### src/rtl/strobe_monitor.sv
// strobe_monitor: measures strobe period, locks onto EXP_PERIOD +/- TOL and flags early/late strobes.
// Define STROBE_MONITOR_ERRCNT_EN to enable the saturating error event counter on err_cnt_o.
module strobe_monitor #(
   parameter int CNT_BW     = 8,
   parameter int EXP_PERIOD = 10,
   parameter int TOL        = 1,
   parameter int LOCK_COUNT = 3
) (
   input  logic              clk_i,
   input  logic              rst_i,
   input  logic              enable_i,
   input  logic              strobe_i,
   output logic [CNT_BW-1:0] period_o,
   output logic              period_valid_o,
   output logic              locked_o,
   output logic              err_early_o,
   output logic              err_late_o,
   output logic [7:0]        err_cnt_o
);
   localparam int LO = EXP_PERIOD - TOL;
   localparam int HI = EXP_PERIOD + TOL;
   localparam int MW = $clog2(LOCK_COUNT + 1);
   localparam logic [CNT_BW-1:0] HI_CNT = CNT_BW'(HI);

   if (HI >= 2**CNT_BW - 1) begin : g_chk
      $error("strobe_monitor: EXP_PERIOD+TOL must be below 2^CNT_BW-1");
   end

   typedef enum logic [1:0] {WAIT_FIRST, ACQUIRE, LOCKED} state_t;

   state_t            state, state_n;
   logic [CNT_BW-1:0] cnt, meas, period_n;
   logic [MW-1:0]     match, match_n;
   logic              timeout, early, late, in_win;
   logic              period_valid_n, locked_n, early_n, late_n;

   always_comb begin
      meas    = (&cnt) ? cnt : cnt + CNT_BW'(enable_i);
      timeout = enable_i && !strobe_i && cnt == HI_CNT;
      early   = int'(meas) < LO;
      late    = int'(meas) > HI;
      in_win  = !early && !late;
   end

   // counter saturates so a dead strobe never wraps into a false in-window period
   always_ff @(posedge clk_i or negedge rst_i) begin
      if (!rst_i)
         cnt <= '0;
      else if (strobe_i)
         cnt <= '0;
      else if (enable_i && !(&cnt))
         cnt <= cnt + 1'b1;
   end

   always_ff @(posedge clk_i or negedge rst_i) begin
      if (!rst_i) begin
         state          <= WAIT_FIRST;
         match          <= '0;
         period_o       <= '0;
         period_valid_o <= 1'b0;
         locked_o       <= 1'b0;
         err_early_o    <= 1'b0;
         err_late_o     <= 1'b0;
      end else begin
         state          <= state_n;
         match          <= match_n;
         period_o       <= period_n;
         period_valid_o <= period_valid_n;
         locked_o       <= locked_n;
         err_early_o    <= early_n;
         err_late_o     <= late_n;
      end
   end

   // a strobe always wins over a coincident timeout
   always_comb begin
      state_n = state;
      match_n = match;
      if (strobe_i) begin
         case (state)
            WAIT_FIRST: begin
               state_n = ACQUIRE;
               match_n = '0;
            end
            ACQUIRE: begin
               match_n = in_win ? match + 1'b1 : '0;
               state_n = (in_win && match_n == MW'(LOCK_COUNT)) ? LOCKED : ACQUIRE;
            end
            LOCKED: begin
               state_n = in_win ? LOCKED : ACQUIRE;
               match_n = '0;
            end
            default: begin
               state_n = WAIT_FIRST;
               match_n = '0;
            end
         endcase
      end else if (timeout) begin
         state_n = WAIT_FIRST;
         match_n = '0;
      end
   end

   always_comb begin
      period_valid_n = strobe_i && state != WAIT_FIRST;
      period_n       = period_valid_n ? meas : period_o;
      early_n        = strobe_i && state == LOCKED && early;
      late_n         = state == LOCKED && (strobe_i ? late : timeout);
      locked_n       = state_n == LOCKED;
   end

`ifdef STROBE_MONITOR_ERRCNT_EN
   always_ff @(posedge clk_i or negedge rst_i) begin
      if (!rst_i)
         err_cnt_o <= '0;
      else if ((early_n || late_n) && !(&err_cnt_o))
         err_cnt_o <= err_cnt_o + 1'b1;
   end
`else
   assign err_cnt_o = '0;
`endif
endmodule

### config.mk
export PLATFORM = sky130hd
export DESIGN_NAME = strobe_monitor
export DESIGN_NICKNAME = d
export VERILOG_FILES = /design/src/rtl/strobe_monitor.sv
export SDC_FILE = /design/constraint.sdc
export NUM_CORES = 1
export LEC_CHECK = 0
export CORE_AREA = 3 3 44 86
export DETAILED_ROUTE_END_ITERATION = 7
export DIE_AREA = 0 0 47 89
export GPL_TIMING_DRIVEN = 0
export MAX_ROUTING_LAYER = met4
export PLACE_DENSITY = 0.73
export SKIP_CTS_REPAIR_TIMING = 1
export SYNTH_ARGS = -nofsm -noshare
export SYNTH_HDL_FRONTEND = slang
export SYNTH_SLANG_ARGS = --single-unit
### constraint.sdc
create_clock -name clk_i -period 2 [get_ports clk_i]
set_clock_uncertainty 0.1 [all_clocks]
set_input_delay 0.6 -clock clk_i [delete_from_list [all_inputs] [get_ports clk_i]]
set_output_delay 0.6 -clock clk_i [all_outputs]
set_load 0.03 [all_outputs]
Word-level counts from Yosys, hierarchy flattened
Index checks and enable logic that the tools add are counted.

operators by class
  order comparisons = 2
  reduce and logical (&&, ||, !) cells = 18
  muxes and demuxes = 13
  add/sub/neg operators = 3
  equal/unequal tests = 5

operators by type and width
  cell                   count
  $mux W8                3
  $mux W2                8
  $logic_and A1 B1 Y1    9
  $add A8 B1 Y8          1
  $add A8 B1 Y8 const B  1
  $eq A8 B4 Y1 const B   1
  $gt A8 B4 Y1 const B   1
  $lt A8 B4 Y1 const B   1
  $reduce_and A8 Y1      1
  $eq A2 B2 Y1 const B   3
  $pmux W2 S3            1
  $reduce_bool A2 Y1     3
  $logic_not A1 Y1       4
  $add A2 B1 Y2 const B  1
  $eq A2 B1 Y1 const B   1
  $logic_not A2 Y1       1
  $mux W1                1

storage, ports and cells
  logic and storage cells = 49
  input bits = 4
  output and inout port bits = 20
  register bits after elaboration = 24

Longest topological paths before layout
Gate-level depths: netlist of run 1.

  depth after elaboration = 12
  depth in mapped cells = 7
  depth with buffers taken out = 7

Worst setup path before layout of run 1
No wires, ideal clock.

  kind = input to register
  start = input port enable_i
  end = register state[0]
  stages on the path = 7
  path slack = -0.407 ns
  library setup time = 0.126 ns
  data required time = 1.774 ns
  buffers on the path = 0
  arrival = 2.181 ns
  cells stage by stage = ha_1 -> ha_1 -> and3_4 -> or3_1 -> a22oi_2 -> a32oi_1 -> a221o_1

between the ends
  longest elaborated chain between the ends = 11
  elaborated cells between the ends (all ways) = 17
  those cells by class = add/sub: 1; order compare: 2; eq/ne: 1; mux: 7; reduce/logical: 6

RTL lines
  item                                          line    text
  start: declaration                            11      input logic enable_i,
  $add A8 B1 Y8                                 38      meas = (&cnt) ? cnt : cnt + CNT_BW'(enable_i);
  $mux W8                                       38
  $lt A8 B4 Y1 or $gt A8 B4 Y1 (tied branches)  40, 41
  $logic_not A1 Y1                              42      in_win = !early && !late;
  $logic_and A1 B1 Y1                           42
  $mux W2                                       86      match_n = in_win ? match + 1'b1 : '0;
  $eq A2 B2 Y1                                  87      state_n = (in_win && match_n == MW'(LOCK_COUNT)) ? LOCKED : ACQUIRE;
  $logic_and A1 B1 Y1                           87
  $mux W2                                       87
  $pmux W2 S3                                   80      case (state)
  $mux W2 *                                     79      if (strobe_i) begin
  named net state_n[0]                          31      state_t state, state_n;
  end signal: assignment                        65      state <= state_n;
  end: declaration                              31

Mark *: on every way through the listed nets, which the timed path passes. The rest lies on a longest branch.
A chain may end at the register's enable or synchronous reset.

Worst setup path in the final report of run 1
Ends and elaborated chain as after synthesis.

==> impl_metrics.env, run 1 <==
export IMPL_rsz0062_at_grt="true"
export IMPL_ff2ff_setup_slack_ns=-0.20
export IMPL_grt_overflow=0
export IMPL_violations="negative setup slack"
export IMPL_synth_cell_types=51
export IMPL_routed_via_density=5.85
export IMPL_min_path_type="flop to flop"
export IMPL_drive_gt1_share_pct=23.4
export IMPL_fin_tns_setup_ns=-0.882
export IMPL_crit_arrival_ns=2.27
export IMPL_antenna_left=0
export IMPL_insertion_delay_ns=0.27
export IMPL_grt_max_degree=25
export IMPL_synthCells=158
export IMPL_path_clk_slew_ns=0.09
export IMPL_p_leak_uw=0.00101
export IMPL_numCtsBuffers=3
export IMPL_cts_root_buf="clkbuf_8"
export IMPL_wire_per_inst_um=16.3
export IMPL_design_area_um2=1910
export IMPL_pwr_share_comb_pct=15.8
export IMPL_finalWorstSetupSlack_ns=-0.204
export IMPL_initial_core_util_pct=47.0
export IMPL_die_area_um2=4180
export IMPL_period_share_pct=110
export IMPL_routabilityCongestion=0.881
export IMPL_pwr_share_clk_pct=38.4
export IMPL_maxSlewHeadroom_pct=27.6
export IMPL_crit_path_max_fanout=5
export IMPL_antenna_cells=0
export IMPL_max_cap_viol_count=0
export IMPL_synth_seq_area_share_pct=40.0
export IMPL_drc=0
export IMPL_ctsHtreeMaxLevel=1
export IMPL_synthToLayoutAreaGrowth_pct=27.2
export IMPL_yosysTopAreaCellShare_pct=40.0
export IMPL_cts_sinks=24
export IMPL_crit_chain="clkbuf_2 > ha_4 > ha_4 > and3_4 > or3_4 > a22oi_2 > a32oi_1 > a221o_1"
export IMPL_drtIter0Drc=48
export IMPL_netlist_top_cell_by_area="dfrtp_1"
export IMPL_synth_area_top_cells="dfrtp_1, buf_4, nand2_1"
export IMPL_ir_worst_vdd_v=0.000332
export IMPL_die_w_um=47
export IMPL_crit_slowest_cell="or3_4"
export IMPL_drt_total_wl_um=3650
export IMPL_required_ns=2.06
export IMPL_synth_seq_cells=24
export IMPL_syn_area_per_cell_um2=9.50
export IMPL_cts_tree="built"
export IMPL_status="finished with violations"
export IMPL_setup_viol=7
export IMPL_switchingPower_uw=280
export IMPL_antenna_found_initial=0
export IMPL_netlist_area_um2=1500
export IMPL_switching_share_pct=25.1
export IMPL_powerDensity_nw_per_um2=585
export IMPL_final_min_clock_period_ns=2.20
export IMPL_rows=29
export IMPL_cts_buffer_depth=2
export IMPL_synthFlopType="dfrtp_1"
export IMPL_crit_path_end_kind="flop"
export IMPL_grt_pass1_wl_um=5940
export IMPL_p_seq_share_pct=45.8
export IMPL_grt_pass1_vias=1338
export IMPL_vias=1305
export IMPL_worstSetupPathType="input pin to flop"
export IMPL_layout_nets=200
export IMPL_hold_viol_final=0
export IMPL_worstMarginPinSlew_ns=1.08
export IMPL_drv_slew=0
export IMPL_gr_usage_all_layers_pct=20.1
export IMPL_cpMostUsedCell="ha_4"
export IMPL_start_kind="input pin"
export IMPL_portBuffers=15
export IMPL_internal_power_uw=837
export IMPL_critical_path_max_stage_delay_ns=0.33
export IMPL_drtPass1Iterations=4
export IMPL_hpwlAfterDp_um=2700
export IMPL_synth_edf_count=0
export IMPL_fmax_ghz=0.454
export IMPL_die_y_um=89
export IMPL_core_area_um2=3190
export IMPL_ys_warn_count=0
export IMPL_async_flop_share_pct=100
export IMPL_io_pins=24
export IMPL_placed_area_um2=1740
==> power by group through the flow <==
stage          clock network, µW  logic (µW)  registers [µW]
3_5_place_dp                   0         162             523
4_1_cts                      438         163             513
5_1_grt                      464         194             513
2_1_floorplan                  0        89.1             539
6_report                     429         177             511
3_3_place_gp                   0         158             522
==> registers in the layout, summed over array words and instances (netlist names) <==
| signal | cells |
|---|---|
| period_valid_o | 1 |
| match | 2 |
| locked_o | 1 |
| err_early_o | 1 |
| period_o | 8 |
| cnt | 8 |
| state | 2 |
| err_late_o | 1 |
==> cell usage after synthesis (all sizes together) (4+ instances only) <==
master	n
nand2	14
buf	14
dfrtp	24
o211ai	4
nand3	8
a21oi	5
nor2	9
inv	5
and3	4
o21ai	10
nand4	6
==> logic make-up (layout without fill, tap and decap cells) <==
kind of cell | Yosys count | count (layout) | synth area share (%)
flops | 24 | 24 | 40.0
other cells | 1 | 8 | 0.250
simple gates | 60 | 60 | 23.5
fa+ha+maj | 3 | 3 | 2.50
xor+xnor | 6 | 6 | 3.50
compound gates | 40 | 40 | 20.3
buf+inv | 21 | 48 | 7.92
mux | 3 | 3 | 2.00
==> metrics by stage <==
step	cells	hold WS [ns]	util [%]	total power [µW]	setup WS [ns]
3_5_place_dp	211	0.366	54.5	685	-0.915
2_1_floorplan	165	0.204	-	628	-0.216
4_1_cts	215	0.386	56.8	1110	-0.628
3_3_place_gp	211	0.360	54.5	681	-0.889
6_report	223	0.374	59.8	1120	-0.204
5_1_grt	223	0.405	59.8	1170	-0.243
==> critical path, delay by kind of cell <==
family / cells / cell delay (ns)
compound gates: 3 / 0.65
fa+ha+maj: 2 / 0.36
buf+inv: 1 / 0.13
simple gates: 2 / 0.53
==> cell usage in the layout, fill, tap and decap left out, types with 5 or more instances in the layout <==
cell type,instances
nand2_1,14
dfrtp_1,23
dlymetal6s2s_1,12
o21ai_0,8
nand4_1,5
buf_2,5
nor2_1,9
buf_4,17
inv_1,5
nand3_1,6
conb_1,8
==> layer usage <==
metal / global-route usage, % / vias to the layer above / part of all wire [%]
met5: - / - / 0
met4: 13.4 / 0 / 4.4
met3: 2.22 / 16 / 4.1
met2: 34.8 / 49 / 55
met1: 19.6 / 607 / 36
li1: - / 633 / -
==> path summary, 6_finish.rpt <==
kind,end,from,cells after the start
worst max-delay path,state[0],enable_i,8
worst min-delay path,period_o[7],period_o[7],2
worst max register to register,state[0],cnt[0],7
worst min register to register,period_o[7],period_o[7],2
max in group asynchronous,cnt[0],rst_i,1
min in group asynchronous,cnt[4],rst_i,1
==> area by class of cell <==
cell class	count	area, µm²
Sequential cell	24	602
Clock inverter	1	30.0
Fill cell	286	1280
Tap cell	31	38.8
Buffer	16	101
Inverter	5	18.8
Timing Repair Buffer	23	235
Multi-Input combinational cell	120	842
Clock buffer	3	41.3
(Power assumes the default switching activity.)
==> run 2, diff against run 1 <==
--- a/config.mk
+++ b/config.mk
@@ -5,12 +5,13 @@
 export SDC_FILE = /design/constraint.sdc
 export NUM_CORES = 1
 export LEC_CHECK = 0
-export CORE_AREA = 3 3 44 86
+export CELL_PAD_IN_SITES_DETAIL_PLACEMENT = 0
+export CELL_PAD_IN_SITES_GLOBAL_PLACEMENT = 1
+export CORE_AREA = 3 3 50 98
 export DETAILED_ROUTE_END_ITERATION = 7
-export DIE_AREA = 0 0 47 89
-export GPL_TIMING_DRIVEN = 0
+export DIE_AREA = 0 0 53 101
 export MAX_ROUTING_LAYER = met4
-export PLACE_DENSITY = 0.73
+export PLACE_DENSITY_LB_ADDON = 0.1
 export SKIP_CTS_REPAIR_TIMING = 1
 export SYNTH_ARGS = -nofsm -noshare
 export SYNTH_HDL_FRONTEND = slang
==> run 2 against run 1 <==
  * The flow still finishes with violations (negative setup slack)
  * Combinational power grew 7%
  * Sequential power is essentially flat
  * Register-to-register slack gained 0.05 ns
  * Hold slack lost 0.0015 ns
  * Worst setup slack gained 0.032 ns
  * Highest routed layer unchanged
  * Count of clock-buffer cells in the layout is the same
  * Routed wire length grew 13%
  * Die area grew 28%
==> impl_metrics.env, run 2 (synthesized netlist as in run 1, its figures left out) <==
export IMPL_hpwlAfterDp_um=3250
export IMPL_synthToLayoutAreaGrowth_pct=36.6
export IMPL_finalWorstSetupSlack_ns=-0.172
export IMPL_violations="negative setup slack"
export IMPL_layout_common_cells="buf_4, dfrtp_1, nand2_1"
export IMPL_layout_nets=212
export IMPL_grt_overflow=0
export IMPL_worstSetupPathType="input pin to flop"
export IMPL_grt_pass1_wl_um=6590
export IMPL_ir_worst_vdd_v=0.000240
export IMPL_status="finished with violations"
export IMPL_rsz0062_at_grt="true"
export IMPL_routed_via_density=5.26
export IMPL_final_min_clock_period_ns=2.17
export IMPL_internal_power_uw=713
export IMPL_period_share_pct=109
export IMPL_wire_per_inst_um=16.0
export IMPL_grt_pass1_vias=1370
export IMPL_start_kind="input pin"
export IMPL_largestRegisters="cnt: 8 flops, period_o: 8 flops"
export IMPL_dp_cells=251
export IMPL_routabilityCongestion=0.969
export IMPL_p_seq_share_pct=51.6
export IMPL_p_leak_uw=0.00103
export IMPL_insertion_delay_ns=0.26
export IMPL_placed_area_um2=1930
export IMPL_crit_start="enable_i"
export IMPL_switchingPower_uw=275
export IMPL_crit_path_end_kind="flop"
export IMPL_drv_slew=0
export IMPL_ff2ff_setup_slack_ns=-0.15
export IMPL_cts_sinks=24
export IMPL_r2r_worst_path_cells=7
export IMPL_numCtsBuffers=3
export IMPL_holdPathStages=2
export IMPL_cts_tree="built"
export IMPL_rows=34
export IMPL_io_pins=24
export IMPL_max_cap_viol_count=0
export IMPL_fmax_ghz=0.460
export IMPL_r2r_end="locked_o"
export IMPL_die_w_um=53
export IMPL_min_path_type="flop to flop"
export IMPL_min_from="period_o[7]"
export IMPL_gr_usage_all_layers_pct=17.1
export IMPL_initial_core_util_pct=34.9
export IMPL_crit_arrival_ns=2.23
export IMPL_design_area_um2=2050
export IMPL_antenna_left=0
export IMPL_drc=0
export IMPL_pwr_share_clk_pct=29.1
export IMPL_path_clk_slew_ns=0.08
export IMPL_crit_path_max_fanout=4
export IMPL_grt_max_degree=25
export IMPL_drt_total_wl_um=4120
export IMPL_cts_buffer_depth=2
export IMPL_drive_gt1_share_pct=30.0
export IMPL_final_common_cell="buf_4"
export IMPL_min_to="period_o[7]"
export IMPL_setup_viol=7
export IMPL_portBuffers=15
export IMPL_powerDensity_nw_per_um2=482
export IMPL_hold_viol_final=0
export IMPL_drtIter0Drc=25
export IMPL_antenna_cells=0
export IMPL_die_y_um=101
export IMPL_required_ns=2.06
export IMPL_ctsHtreeMaxLevel=1
export IMPL_core_area_um2=4300
export IMPL_drtPass1Iterations=4
export IMPL_pwr_share_comb_pct=19.3
export IMPL_vias=1351
export IMPL_r2r_start="cnt[0]"
export IMPL_cts_root_buf="clkbuf_8"
export IMPL_die_area_um2=5350
export IMPL_switching_share_pct=27.8
export IMPL_final_cells=257
export IMPL_antenna_found_initial=0
-- run 2: changes by cell type in the layout (fill, tap and decap cells not counted), sizes merged --
cell | previous run | this run
clkbuf | 6 | 4
bufinv | 1 | 0
clkdlybuf4s50 | 2 | 4
buf | 22 | 36
dlymetal6s2s | 12 | 10
-- run 2: cell type report --
| cell class | count | area [µm²] |
|---|---|---|
| tap | 54 | 67.6 |
| clock buffer | 3 | 41.3 |
| timing repair buffer | 51 | 453 |
| sequential | 24 | 602 |
| fill | 418 | 2250 |
| multi-input combinational | 120 | 868 |
| inverter | 5 | 18.8 |
-- run 2: layer usage --
layer	GRT usage [%]	wire length, µm	part of all wire (%)	vias to the layer above
met1	15.2	1440	35	657
met2	33.5	2420	59	25
met4	8.07	165	4.0	0
met5	-	0	0	-
met3	1.48	86	2.1	14
li1	-	-	-	655
-- run 2: worst max path at each step --
stage | end | slack, ns | cells past startpoint
after floorplan | state[0] | -0.22 | 7
after global placement | locked_o | -0.78 | 8
after CTS | locked_o | -0.58 | 8
final | locked_o | -0.17 | 8
after detailed placement | locked_o | -0.86 | 8
after global routing | locked_o | -0.26 | 7
-- run 2: through the flow --
stage	TNS [ns]	setup slack, ns	power (µW)	hold slack [ns]	util (%)
finish	-0.859	-0.172	988	0.372	47.7
global route	-1.49	-0.259	1040	0.398	47.7
CTS	-3.71	-0.582	999	0.385	45.9
detailed placement	-7.95	-0.863	709	0.364	44.9
global placement	-7.51	-0.781	705	0.363	44.9
floorplan	-0.690	-0.216	628	0.204	-
-- run 2: power by group through the flow --
stage	Sequential, µW	Combinational (µW)	Clock [µW]
5_1_grt	513	205	318
4_1_cts	511	189	300
2_1_floorplan	539	89.1	0
6_report	510	190	287
3_5_place_dp	520	189	0
3_3_place_gp	520	185	0
-- run 2: critical path, cell delays in order --
cell	delay, ns
clkbuf_2	0.11
ha_4	0.17
ha_4	0.16
and3_4	0.19
or3_4	0.33
a22oi_2	0.24
nand3_2	0.16
o211ai_1	0.27
==> run 3, diff against run 2 <==
--- a/config.mk
+++ b/config.mk
@@ -12,6 +12,7 @@
 export DIE_AREA = 0 0 53 101
 export MAX_ROUTING_LAYER = met4
 export PLACE_DENSITY_LB_ADDON = 0.1
+export REMOVE_ABC_BUFFERS = 1
 export SKIP_CTS_REPAIR_TIMING = 1
 export SYNTH_ARGS = -nofsm -noshare
 export SYNTH_HDL_FRONTEND = slang
==> run 3 against run 2 <==
  * The flow still finishes with violations (negative setup slack)
  * Core utilization grew 0.087 points
  * Sequential power about the same
  * Flip-flop and latch count did not move
  * Cell area increased by 0.18%
  * Non-clock buffer count grew 3
  * Sequential share of layout area down 0.11 points
  * Power increased by 5.2%
  * Global-route usage is 0.31 points higher
  * Count of clock-buffer cells in the layout is 1 higher
  * Maximum frequency increased by 1.6%
  * Routed wire length down 1.5%
  * Combinational power down 3%
==> impl_metrics.env, run 3 (synthesized netlist as in run 1, its figures left out) <==
export IMPL_drt_total_wl_um=4060
export IMPL_routabilityCongestion=0.925
export IMPL_gr_usage_all_layers_pct=17.4
export IMPL_design_area_um2=2050
export IMPL_switchingPower_uw=290
export IMPL_internal_power_uw=749
export IMPL_grt_pass1_vias=1423
export IMPL_synthToLayoutAreaGrowth_pct=36.8
export IMPL_fmax_ghz=0.468
export IMPL_powerDensity_nw_per_um2=506
export IMPL_die_area_um2=5350
export IMPL_finalWorstSetupSlack_ns=-0.138
export IMPL_drive_gt1_share_pct=30.4
export IMPL_pre_cts_ws_ns=-0.914
export IMPL_path_clk_slew_ns=0.09
export IMPL_utilization_pct=47.8
export IMPL_violations="negative setup slack"
export IMPL_grt_max_degree=25
export IMPL_hpwlAfterDp_um=3210
export IMPL_cts_sinks=24
export IMPL_critical_path_max_stage_delay_ns=0.33
export IMPL_numCtsBuffers=3
export IMPL_crit_arrival_ns=2.20
export IMPL_p_seq_share_pct=49.0
export IMPL_pwr_share_comb_pct=17.7
export IMPL_portBuffers=15
export IMPL_drtIter0Drc=25
export IMPL_rsz0062_at_grt="true"
export IMPL_status="finished with violations"
export IMPL_final_common_cell="buf_4"
export IMPL_p_leak_uw=0.00106
export IMPL_antenna_cells=0
export IMPL_die_w_um=53
export IMPL_largestRegisters="cnt: 8 flops, period_o: 8 flops"
export IMPL_grt_pass1_wl_um=6700
export IMPL_period_share_pct=107
export IMPL_drv_slew=0
export IMPL_initial_core_util_pct=34.9
export IMPL_vias=1356
export IMPL_ff2ff_setup_slack_ns=-0.13
export IMPL_setup_viol=6
export IMPL_grt_overflow=0
export IMPL_wire_per_inst_um=15.6
export IMPL_insertion_delay_ns=0.28
export IMPL_ctsHtreeMaxLevel=1
export IMPL_max_cap_viol_count=0
export IMPL_cts_root_buf="clkbuf_8"
export IMPL_final_min_clock_period_ns=2.14
export IMPL_antenna_left=0
export IMPL_fillerInstances=423
export IMPL_routed_via_density=5.20
export IMPL_cts_buffer_depth=2
export IMPL_pwr_share_clk_pct=33.3
export IMPL_layout_nets=215
export IMPL_drc=0
export IMPL_layout_common_cells="buf_4, dfrtp_1, nand2_1"
export IMPL_finalPower_uw=1040
export IMPL_crit_chain="clkbuf_2 > ha_2 > ha_4 > and3_4 > or3_4 > a22oi_2 > a32oi_1 > a221o_1"
export IMPL_rows=34
export IMPL_crit_path_max_fanout=5
export IMPL_cts_tree="built"
export IMPL_crit_slowest_cell="or3_4"
export IMPL_io_pins=24
export IMPL_required_ns=2.06
export IMPL_ir_worst_vdd_v=0.000293
export IMPL_antenna_found_initial=0
export IMPL_ff_latch_area_um2=601
export IMPL_placed_area_um2=1930
export IMPL_die_y_um=101
export IMPL_multiInputGateArea_um2=847
export IMPL_switching_share_pct=27.9
export IMPL_core_area_um2=4300
export IMPL_min_path_type="flop to flop"
export IMPL_worstSetupPathType="input pin to flop"
export IMPL_start_kind="input pin"
export IMPL_drtPass1Iterations=4
export IMPL_hold_viol_final=0
export IMPL_crit_path_end_kind="flop"
run 3: area by class of cell:
class | count | share of cell area, %
multi-input combinational | 120 | 41.2
sequential | 24 | 29.2
timing repair buffer | 54 | 22.7
tap | 54 | 3.29
clock buffer | 4 | 2.68
inverter | 5 | 0.914
run 3: metal layers:
layer  up-vias  share of wire, %  track usage (%)
met5         -                 0                -
met4         0               3.2             9.06
met3        12               2.4             1.33
met2        26                59             32.0
met1       657                36             17.3
li1        661                 -                -
run 3: critical path: cells and delay by family:
family / cells / cell delay, ns
AND/OR/NAND/NOR: 2 / 0.52
AO/OA/AOI/OAI: 3 / 0.62
adder cells (fa/ha/maj): 2 / 0.36
buffers and inverters: 1 / 0.10
run 3: through the flow:
stage / hold slack (ns) / cells / TNS (ns)
floorplan: 0.204 / 149 / -2.13
global placement: 0.361 / 256 / -7.81
detailed placement: 0.369 / 256 / -8.45
CTS: 0.390 / 260 / -4.48
global route: 0.398 / 261 / -1.03
finish: 0.379 / 261 / -0.344
run 3: power groups by stage:
stage	clock, µW	combinational, µW	sequential [µW]
after floorplan	0	63.7	540
after global placement	0	175	518
after detailed placement	0	177	518
after CTS	359	178	509
after global routing	377	200	511
final	346	184	509
run 3: path summary, 6_finish.rpt:
kind	start	end	depth (start not counted)
worst max-delay path	enable_i	state[0]	8
worst min register to register	period_o[0]	period_o[0]	2
max in group asynchronous	rst_i	period_valid_o	2
worst max register to register	cnt[0]	state[0]	7
min in group asynchronous	rst_i	period_o[6]	2
worst min-delay path	period_o[0]	period_o[0]	2
